===== src/rtl/division_inverse.sv =====
// Sequential shift-and-add reconstructor: dividend = quotient * divisor + remainder.
// Fixed latency of DATAWIDTH+1 edges from accept; enable/ready handshake matches the iterative divider.
module division_inverse #(
   parameter int DATAWIDTH = 32
) (
   input  logic                 clk,
   input  logic                 rst_n,
   input  logic                 enable,
   input  logic [DATAWIDTH-1:0] quotient,
   input  logic [DATAWIDTH-1:0] divisor,
   input  logic [DATAWIDTH-1:0] remainder,
   output logic                 ready,
   output logic [DATAWIDTH-1:0] dividend,
   output logic                 overflow,
   output logic                 rem_err
);

   localparam int CW = $clog2(DATAWIDTH) + 1;
   localparam logic [CW-1:0] CNT_LAST = CW'(DATAWIDTH - 1);

   typedef enum logic [1:0] {
      IDLE,
      MUL,
      ADD
   } state_t;

   state_t state, state_nxt;

   logic [2*DATAWIDTH-1:0] mcand;
   logic [DATAWIDTH-1:0]   mplier;
   logic [2*DATAWIDTH:0]   acc;
   logic [DATAWIDTH-1:0]   rem_r;
   logic [CW-1:0]          cnt;

   logic [2*DATAWIDTH:0]   acc_mul;
   logic [2*DATAWIDTH:0]   acc_fin;

   assign acc_mul = acc + {1'b0, mcand};
   assign acc_fin = acc + {{(DATAWIDTH+1){1'b0}}, rem_r};

   always_ff @(posedge clk or negedge rst_n) begin
      if (!rst_n) begin
         state <= IDLE;
      end else begin
         state <= state_nxt;
      end
   end

   always_comb begin
      state_nxt = state;
      case (state)
         IDLE:    if (enable) state_nxt = MUL;
         MUL:     if (cnt == CNT_LAST) state_nxt = ADD;
         ADD:     state_nxt = IDLE;
         default: state_nxt = IDLE;
      endcase
   end

   // MUL always runs the full DATAWIDTH steps so latency never depends on operand values.
   always_ff @(posedge clk or negedge rst_n) begin
      if (!rst_n) begin
         mcand    <= '0;
         mplier   <= '0;
         acc      <= '0;
         rem_r    <= '0;
         cnt      <= '0;
         ready    <= 1'b0;
         dividend <= '0;
         overflow <= 1'b0;
         rem_err  <= 1'b0;
      end else begin
         case (state)
            IDLE: begin
               if (enable) begin
                  mcand    <= {{DATAWIDTH{1'b0}}, divisor};
                  mplier   <= quotient;
                  rem_r    <= remainder;
                  acc      <= '0;
                  cnt      <= '0;
                  rem_err  <= (remainder >= divisor);
                  ready    <= 1'b0;
                  overflow <= 1'b0;
               end
            end
            MUL: begin
               if (mplier[0]) acc <= acc_mul;
               mcand  <= mcand << 1;
               mplier <= mplier >> 1;
               cnt    <= cnt + CW'(1);
            end
            ADD: begin
               acc      <= acc_fin;
               dividend <= acc_fin[DATAWIDTH-1:0];
               overflow <= |acc_fin[2*DATAWIDTH:DATAWIDTH];
               ready    <= 1'b1;
            end
            default: ;
         endcase
      end
   end

endmodule


===== config.mk =====
export PLATFORM = sky130hd
export DESIGN_NAME = division_inverse
export DESIGN_NICKNAME = d
export VERILOG_FILES = /design/src/rtl/division_inverse.sv
export SDC_FILE = /design/constraint.sdc
export NUM_CORES = 1
export LEC_CHECK = 0
export ABC_CLOCK_PERIOD_IN_PS = 9590
export CORE_MARGIN = 2
export CORE_UTILIZATION = 38
export DETAILED_ROUTE_END_ITERATION = 16
export SYNTH_ARGS = -nofsm -noshare
export SYNTH_HDL_FRONTEND = slang
export SYNTH_SLANG_ARGS = --single-unit

===== constraint.sdc =====
create_clock -name clk -period 9.59 [get_ports clk]
set_input_delay 1.918 -clock clk [delete_from_list [all_inputs] [get_ports clk]]
set_output_delay 1.918 -clock clk [all_outputs]
set_load 0.1 [all_outputs]

==> flow_metrics.py, run 1 <==
metrics = {
    "sta": {
        "report.final.slew_viol_count": 0,
        "finalHoldViolCount": 0,
        "grt_setup_unrepaired": "false",
        "period_share_pct": 45.99,
        "setup_total_negative_slack_ns": 0,
        "finClkSkew_ns": 0.02117,
        "worst_pin_slew_ns": 1.056,
        "timing.slew.headroom_pct": 29.38,
        "finalSetupViolations": 0,
        "hold_ws_ns": 0.4801,
        "finalWorstPathRequiredPeriod_ns": 4.410,
        "fmax_mhz": 226.7,
    },
    "route": {
        "via_count": 15850,
        "detail_route.drc_violations": 0,
        "detail_route.vias_per_cell": 5.819,
        "drt_first_pass_iters": 6,
        "ant_nets": 0,
        "drt-total-wl_mm": 56.52,
        "routedWlPerCell_microns": 20.75,
        "dr.first_iter.drc_count": 1113,
    },
    "critical_path": {
        "worst_path_cell_with_the_longest_stage_delay": "a2111oi_1",
        "cp-startpoint": "mcand[0]",
        "path_class": "reg -> reg",
        "cp.arrival_ns": 4.86,
        "crit_required_ns": 10.04,
        "regToRegEndpoint": "acc[62]",
        "timing.rr.start": "mcand[0]",
        "crit_path_start_kind": "register",
        "crit_fanout": 4,
        "max_stage_delay_ns": 0.84,
        "rr_worst_depth": 13,
        "flop_to_flop_setup_slack_ns": 5.18,
        "cp_cell_sequence": "ha_1 > inv_1 > fa_1 > nor2b_1 > o31ai_1 > a2111oi_2 > o2111ai_1 > a2111oi_1 > nor2_1 > a211oi_1 > o211ai_1 > mux2i_1 > nand3_1",
        "worst_setup_path_end_kind": "register",
    },
    "grt": {
        "first_pass_grt_wire_length_mm": 90.62,
        "maximum_number_of_pins_on_one_net_before_global_route_repair": 127,
        "grt_pass1_vias": 16140,
        "antenna_found_initial": 0,
        "gr-usage-all-layers_pct": 23.70,
        "overflow_after_grt": 0,
    },
    "cts": {
        "tritoncts_num_sinks": 236,
        "clock_path_buffers": 3,
        "cts_made_buffers": 29,
        "cts_root_buffer": "clkbuf_16",
        "worst_path_clk_slew_ns": 0.06,
        "clock_tree_from_tritoncts": "built",
        "cts.hold.buffers_added": 0,
        "clock_network_latency_to_the_later_pin_of_the_worst_skew_pair_ns": 0.59,
        "ctsResizeCount": 0,
        "cts.repair_timing.setup_buffer_count": 0,
        "cts.htree.levels": 1,
    },
    "power": {
        "cellPowerDensity_nw_per_um2": 273.9,
        "cellLeakagePower_nw": 9.193,
        "power.share.sequential_pct": 27.7,
        "clkPwrFrac_pct": 21.3,
        "switchingPower_mw": 2.532,
        "finalPower_mw": 5.584,
        "combinationalPowerShare_pct": 50.9,
        "p_int_mw": 3.051,
        "vdd_ir_drop_max_v": 0.0001925,
        "sw_frac_of_total_pct": 45.35,
    },
    "yosys": {
        "synth_largest_area_cell": "dfrtp_1",
        "fraction_of_the_yosys_area_taken_by_sequential_cells_pct": 33.58,
        "synth-edff-count": 0,
        "yosys_most_used_dff": "dfrtp_1",
        "ys_warn_count": 0,
        "top_post_synthesis_cells_by_area": "dfrtp_1 34%, ha_1 9.5%, o21ai_0 6.1%",
        "synth-seq-cells": 236,
        "avgSynthCellArea_sq_um": 8.622,
        "post_synth_instance_area_sq_um": 17590,
        "synthesis.nets": 2274,
        "yosys-top-cells-count": "236 x dfrtp_1, 230 x nand2_1, 214 x o21ai_0, 147 x a21oi_1, 133 x ha_1",
        "post-synth-top-count-cell": "dfrtp_1",
        "postSynthCellCount": 2040,
        "post_synth_num_cell_types": 87,
        "ys_async_sr_fraction_pct": 100.0,
        "synthDominantCellAreaShare_pct": 33.58,
    },
    "placed_design": {
        "port_buffers": 133,
        "globalplace.congestion": 0.9228,
        "placed_cells_incl_taps": 2672,
        "hpwlAfterDp_mm": 41.60,
    },
    "layout": {
        "instances_no_fill": 2724,
        "signed_area_change_from_the_synthesized_netlist_to_the_final_layout_pct": 15.91,
        "final_core_util_pct": 44.73,
        "drive_gt1_share_pct": 6.450,
        "num_antenna_cells": 0,
        "layout.nets": 2337,
    },
    "floorplanning": {
        "floorplan.rows": 78,
        "design.portCount": 134,
        "dieHeight_microns": 219.1,
        "die_area_sq_um": 48020,
        "start_util_pct": 38.59,
        "die_x_microns": 219.1,
        "fp.coreArea_sq_um": 45580,
    },
    "flow_run": {
        "maxCapViolations": 0,
    },
    "hold_path": {
        "holdCritStartpoint": "mplier[24]",
        "hold_class": "reg -> reg",
        "worst_hold_path_stage_count": 2,
        "min_to": "mplier[24]",
    },
    "outcome": {
        "run_status": "finished clean",
    },
}
## metrics by stage
step           instance area [sq um]  setup WS (ns)
3_5_place_dp                   19380          4.897
6_report                       20390          5.180
5_1_grt                        20390          4.976
4_1_cts                        20390          5.252
3_3_place_gp                   19380          4.962
2_1_floorplan                  17590          5.771
## critical path: cells and delay by family (launching register included)
kind | cells | cell delay, ns
DFF | 1 | 0.44
adders and majority gates | 2 | 0.64
and+or+nand+nor | 3 | 0.43
muxes | 1 | 0.20
AOI/OAI and AO/OA | 6 | 2.53
buffers and inverters | 1 | 0.06
## cells by family (layout without fill, tap and decap cells)
kind of cell,Yosys count,after routing,synth area share (%)
DFF,236,236,33.58
buffers and inverters,205,289,4.496
AOI/OAI and AO/OA,682,682,25.08
muxes,117,117,6.979
adders and majority gates,135,135,9.689
xor gates and xnor gates,94,94,4.681
and+or+nand+nor,571,571,15.49
## power by group through the flow
stage	registers, mW	clock network, mW	logic [mW]
floorplan	1.54	0	2.02
global placement	1.56	0	2.77
detailed placement	1.56	0	2.81
CTS	1.55	1.21	2.83
global route	1.59	1.25	3.14
finish	1.55	1.19	2.84
## how the worst max path moves through the flow
stage              end  slack, ns  cells after the start
2_1_floorplan  rem_err       5.77                     12
3_3_place_gp   rem_err       4.96                     12
3_5_place_dp   rem_err       4.90                     12
4_1_cts        acc[62]       5.25                     13
5_1_grt        acc[62]       4.98                     13
6_report       acc[62]       5.18                     13
## layout make-up
| type | count | area, sq um |
|---|---|---|
| fillers | 4409 | 25190 |
| multi-input cells | 1599 | 10930 |
| flip-flops and latches | 236 | 5906 |
| repair buffers | 148 | 1461 |
| clock buffers | 43 | 858.3 |
| well taps | 600 | 750.7 |
| inverters | 89 | 334.1 |
| clock inverters | 9 | 148.9 |
## cells in the final DEF, fill, tap and decap left out, types with 62 or more instances in the layout
| cell type | instances |
|---|---|
| nor2_1 | 110 |
| mux2i_1 | 72 |
| xnor2_1 | 62 |
| dfrtp_1 | 236 |
| inv_1 | 88 |
| a21o_1 | 71 |
| clkdlybuf4s50_1 | 132 |
| o21ai_0 | 214 |
| a21oi_1 | 147 |
| ha_1 | 131 |
| nand2_1 | 229 |
## metal layers
metal / up-vias / wire length [microns] / GRT usage, % / part of all wire, %
li1: 7608 / - / - / -
met1: 7721 / 25100 / 30.82 / 44
met2: 414 / 27330 / 41.26 / 48
met3: 107 / 2347 / 2.730 / 4.2
met4: 0 / 1745 / 7.050 / 3.1
met5: - / 0 / 0 / 0
## state kept, by name, summed over array words and instances, names as in the netlist
signal / flops
rem_err: 1
ready: 1
dividend: 32
rem_r: 32
overflow: 1
cnt: 6
state: 2
mplier: 32
acc: 65
mcand: 64
Note: power is estimated with default switching activity, not from simulation.
==> run 2, diff against run 1 <==
Settings changed: ABC_CLOCK_PERIOD_IN_PS 9590 to 3670.
Clock period 9.59 ns to 3.67 ns, I/O delays scaled along.
==> run 2 against run 1 <==
Against the previous run: die area is the same; first-iteration DRC count rose by 11%; count of clock-buffer cells in the layout decreased by 5; final area grew 4.2%; clock power rose by 140%; total power rose to 2.7 times the previous value; fmax is 25% higher; sequential power rose to 2.6 times the previous value; largest power group unchanged.
==> flow_metrics.py, run 2 (synthesis gave the netlist of run 1 again) <==
metrics = {
    "outcome": {
        "run_status": "finished clean",
    },
    "cts": {
        "tritoncts_num_sinks": 236,
        "cts.htree.levels": 1,
        "cts_made_buffers": 28,
        "clock_network_latency_to_the_later_pin_of_the_worst_skew_pair_ns": 0.58,
        "cts_root_buffer": "clkbuf_16",
        "worst_path_clk_slew_ns": 0.06,
        "clock_path_buffers": 3,
        "clock_tree_from_tritoncts": "built",
    },
    "hold_path": {
        "hold_class": "in -> async",
    },
    "floorplanning": {
        "die_area_sq_um": 48020,
        "design.portCount": 134,
        "floorplan.rows": 78,
        "dieHeight_microns": 219.1,
        "die_x_microns": 219.1,
        "fp.coreArea_sq_um": 45580,
        "start_util_pct": 38.59,
    },
    "layout": {
        "fill_cells": 4398,
        "layout_top_registers": "acc x65, mcand x64",
        "mostFrequentLayoutCells": "236 x dfrtp_1, 229 x nand2_1, 214 x o21ai_0, 147 x a21oi_1, 131 x clkdlybuf4s50_1",
        "drive_gt1_share_pct": 11.64,
        "largest_register_ff_count": 65,
        "seqCellArea_sq_um": 5906,
        "layout.cells.most_common": "dfrtp_1",
        "multiInputGateArea_sq_um": 11090,
        "layout.nets": 2430,
        "instances_no_fill": 2818,
        "top_register": "acc",
        "signed_area_change_from_the_synthesized_netlist_to_the_final_layout_pct": 20.76,
    },
    "critical_path": {
        "crit_buf_inv": 5,
        "flop_to_flop_setup_slack_ns": 0.15,
        "max_stage_delay_ns": 0.36,
        "timing.rr.start": "mcand[0]",
        "timing.critical_path.to": "acc[64]",
        "crit_fanout": 3,
        "cp-startpoint": "mcand[0]",
        "crit_cells": 17,
        "cp.arrival_ns": 3.96,
        "regToRegEndpoint": "acc[64]",
        "cp_cell_sequence": "ha_2 > inv_1 > fa_2 > nor2b_2 > o31ai_2 > a2111oi_2 > buf_4 > buf_4 > o2111a_2 > o211ai_1 > buf_4 > a211oi_2 > buf_4 > o211ai_1 > o211ai_1 > o31a_1 > o221ai_1",
        "crit_required_ns": 4.11,
        "path_class": "reg -> reg",
        "crit_path_start_kind": "register",
        "worst_path_most_repeated_cell": "buf_4",
        "worst_path_cell_with_the_longest_stage_delay": "dfrtp_1",
        "worst_setup_path_end_kind": "register",
        "rr_worst_depth": 17,
        "timing.critical_path.max_delay_family": "compound AO/OA/AOI/OAI gates",
    },
    "grt": {
        "first_pass_grt_wire_length_mm": 93.18,
        "gr-usage-all-layers_pct": 24.50,
        "antenna_found_initial": 2,
        "overflow_after_grt": 0,
        "maximum_number_of_pins_on_one_net_before_global_route_repair": 125,
        "grt_pass1_vias": 16540,
    },
    "sta": {
        "finalHoldViolCount": 0,
        "hold_ws_ns": 0.1379,
        "period_share_pct": 95.92,
        "timing.slew.headroom_pct": 22.64,
        "finalSetupViolations": 0,
        "setup_total_negative_slack_ns": 0,
        "finalWorstPathRequiredPeriod_ns": 3.520,
        "report.final.slew_viol_count": 0,
        "worst_pin_slew_ns": 1.146,
        "grt_setup_unrepaired": "true",
        "finClkSkew_ns": 0.02240,
        "fmax_mhz": 284.1,
    },
    "route": {
        "detail_route.vias_per_cell": 5.819,
        "drt-total-wl_mm": 58.62,
        "ant_nets": 0,
        "drt_first_pass_iters": 5,
        "routedWlPerCell_microns": 20.80,
        "detail_route.drc_violations": 0,
        "dr.first_iter.drc_count": 1234,
        "via_count": 16400,
    },
    "power": {
        "vdd_ir_drop_max_v": 0.0005069,
        "finalPower_mw": 15.04,
        "cellLeakagePower_nw": 9.684,
        "cellPowerDensity_nw_per_um2": 708.1,
    },
    "placed_design": {
        "port_buffers": 133,
        "placed_cells_incl_taps": 2763,
        "hpwlAfterDp_mm": 43.92,
        "globalplace.congestion": 0.9263,
    },
    "flow_run": {
        "maxCapViolations": 0,
    },
}
-- run 2: worst min path at each step --
stage / cells past startpoint / from / to / slack (ns)
global placement: 2 / mplier[21] / mplier[21] / 0.46
floorplan: 0 / rst_n / acc[0] / 0.44
global route: 1 / rst_n / mplier[18] / 0.17
detailed placement: 2 / mplier[20] / mplier[20] / 0.47
CTS: 1 / rst_n / mplier[6] / 0.15
finish: 1 / rst_n / mplier[18] / 0.14
-- run 2: timing repair --
| action | in CTS | in global routing |
|---|---|---|
| resized for setup | 5 | 24 |
| setup endpoints to repair | 5 | 18 |
| hold buffers | 0 | 0 |
| setup buffers | 1 | 2 |
| pin swaps | 4 | 15 |
-- run 2: routing by layer --
| layer | routed length [microns] | vias to the layer above | GRT usage [%] | part of all wire, % |
|---|---|---|---|---|
| li1 | - | 7785 | - | - |
| met1 | 25740 | 8011 | 31.91 | 44 |
| met2 | 27830 | 478 | 41.14 | 47 |
| met3 | 2830 | 122 | 3.812 | 4.8 |
| met4 | 2207 | 2 | 8.784 | 3.8 |
| met5 | 13 | - | 0 | 0.022 |
-- run 2: final cells by class --
type / instances / share of cell area, %
antenna: 1 / 0.01178
clock buffer: 38 / 3.711
clock inverter: 13 / 0.6657
inverter: 89 / 1.573
multi-input combinational: 1599 / 52.21
sequential: 236 / 27.81
tap: 600 / 3.535
timing repair buffer: 242 / 10.49
-- run 2: power breakdown --
group | leakage, nW | total, mW | switching, mW | internal, mW
logic | 6.13 | 8.18 | 4.99 | 3.19
clock network | 0.456 | 2.87 | 1.22 | 1.65
registers | 3.09 | 3.99 | 0.624 | 3.36
total | 9.68 | 15.0 | 6.84 | 8.20
-- run 2: through the flow --
step	cell area, sq um	utilization (%)	setup slack [ns]
3_5_place_dp	20120	44.15	-0.05937
2_1_floorplan	17590	-	0.5212
4_1_cts	21080	46.25	0.02964
3_3_place_gp	20120	44.15	-0.01710
6_report	21240	46.60	0.1498
5_1_grt	21240	46.60	-0.08257
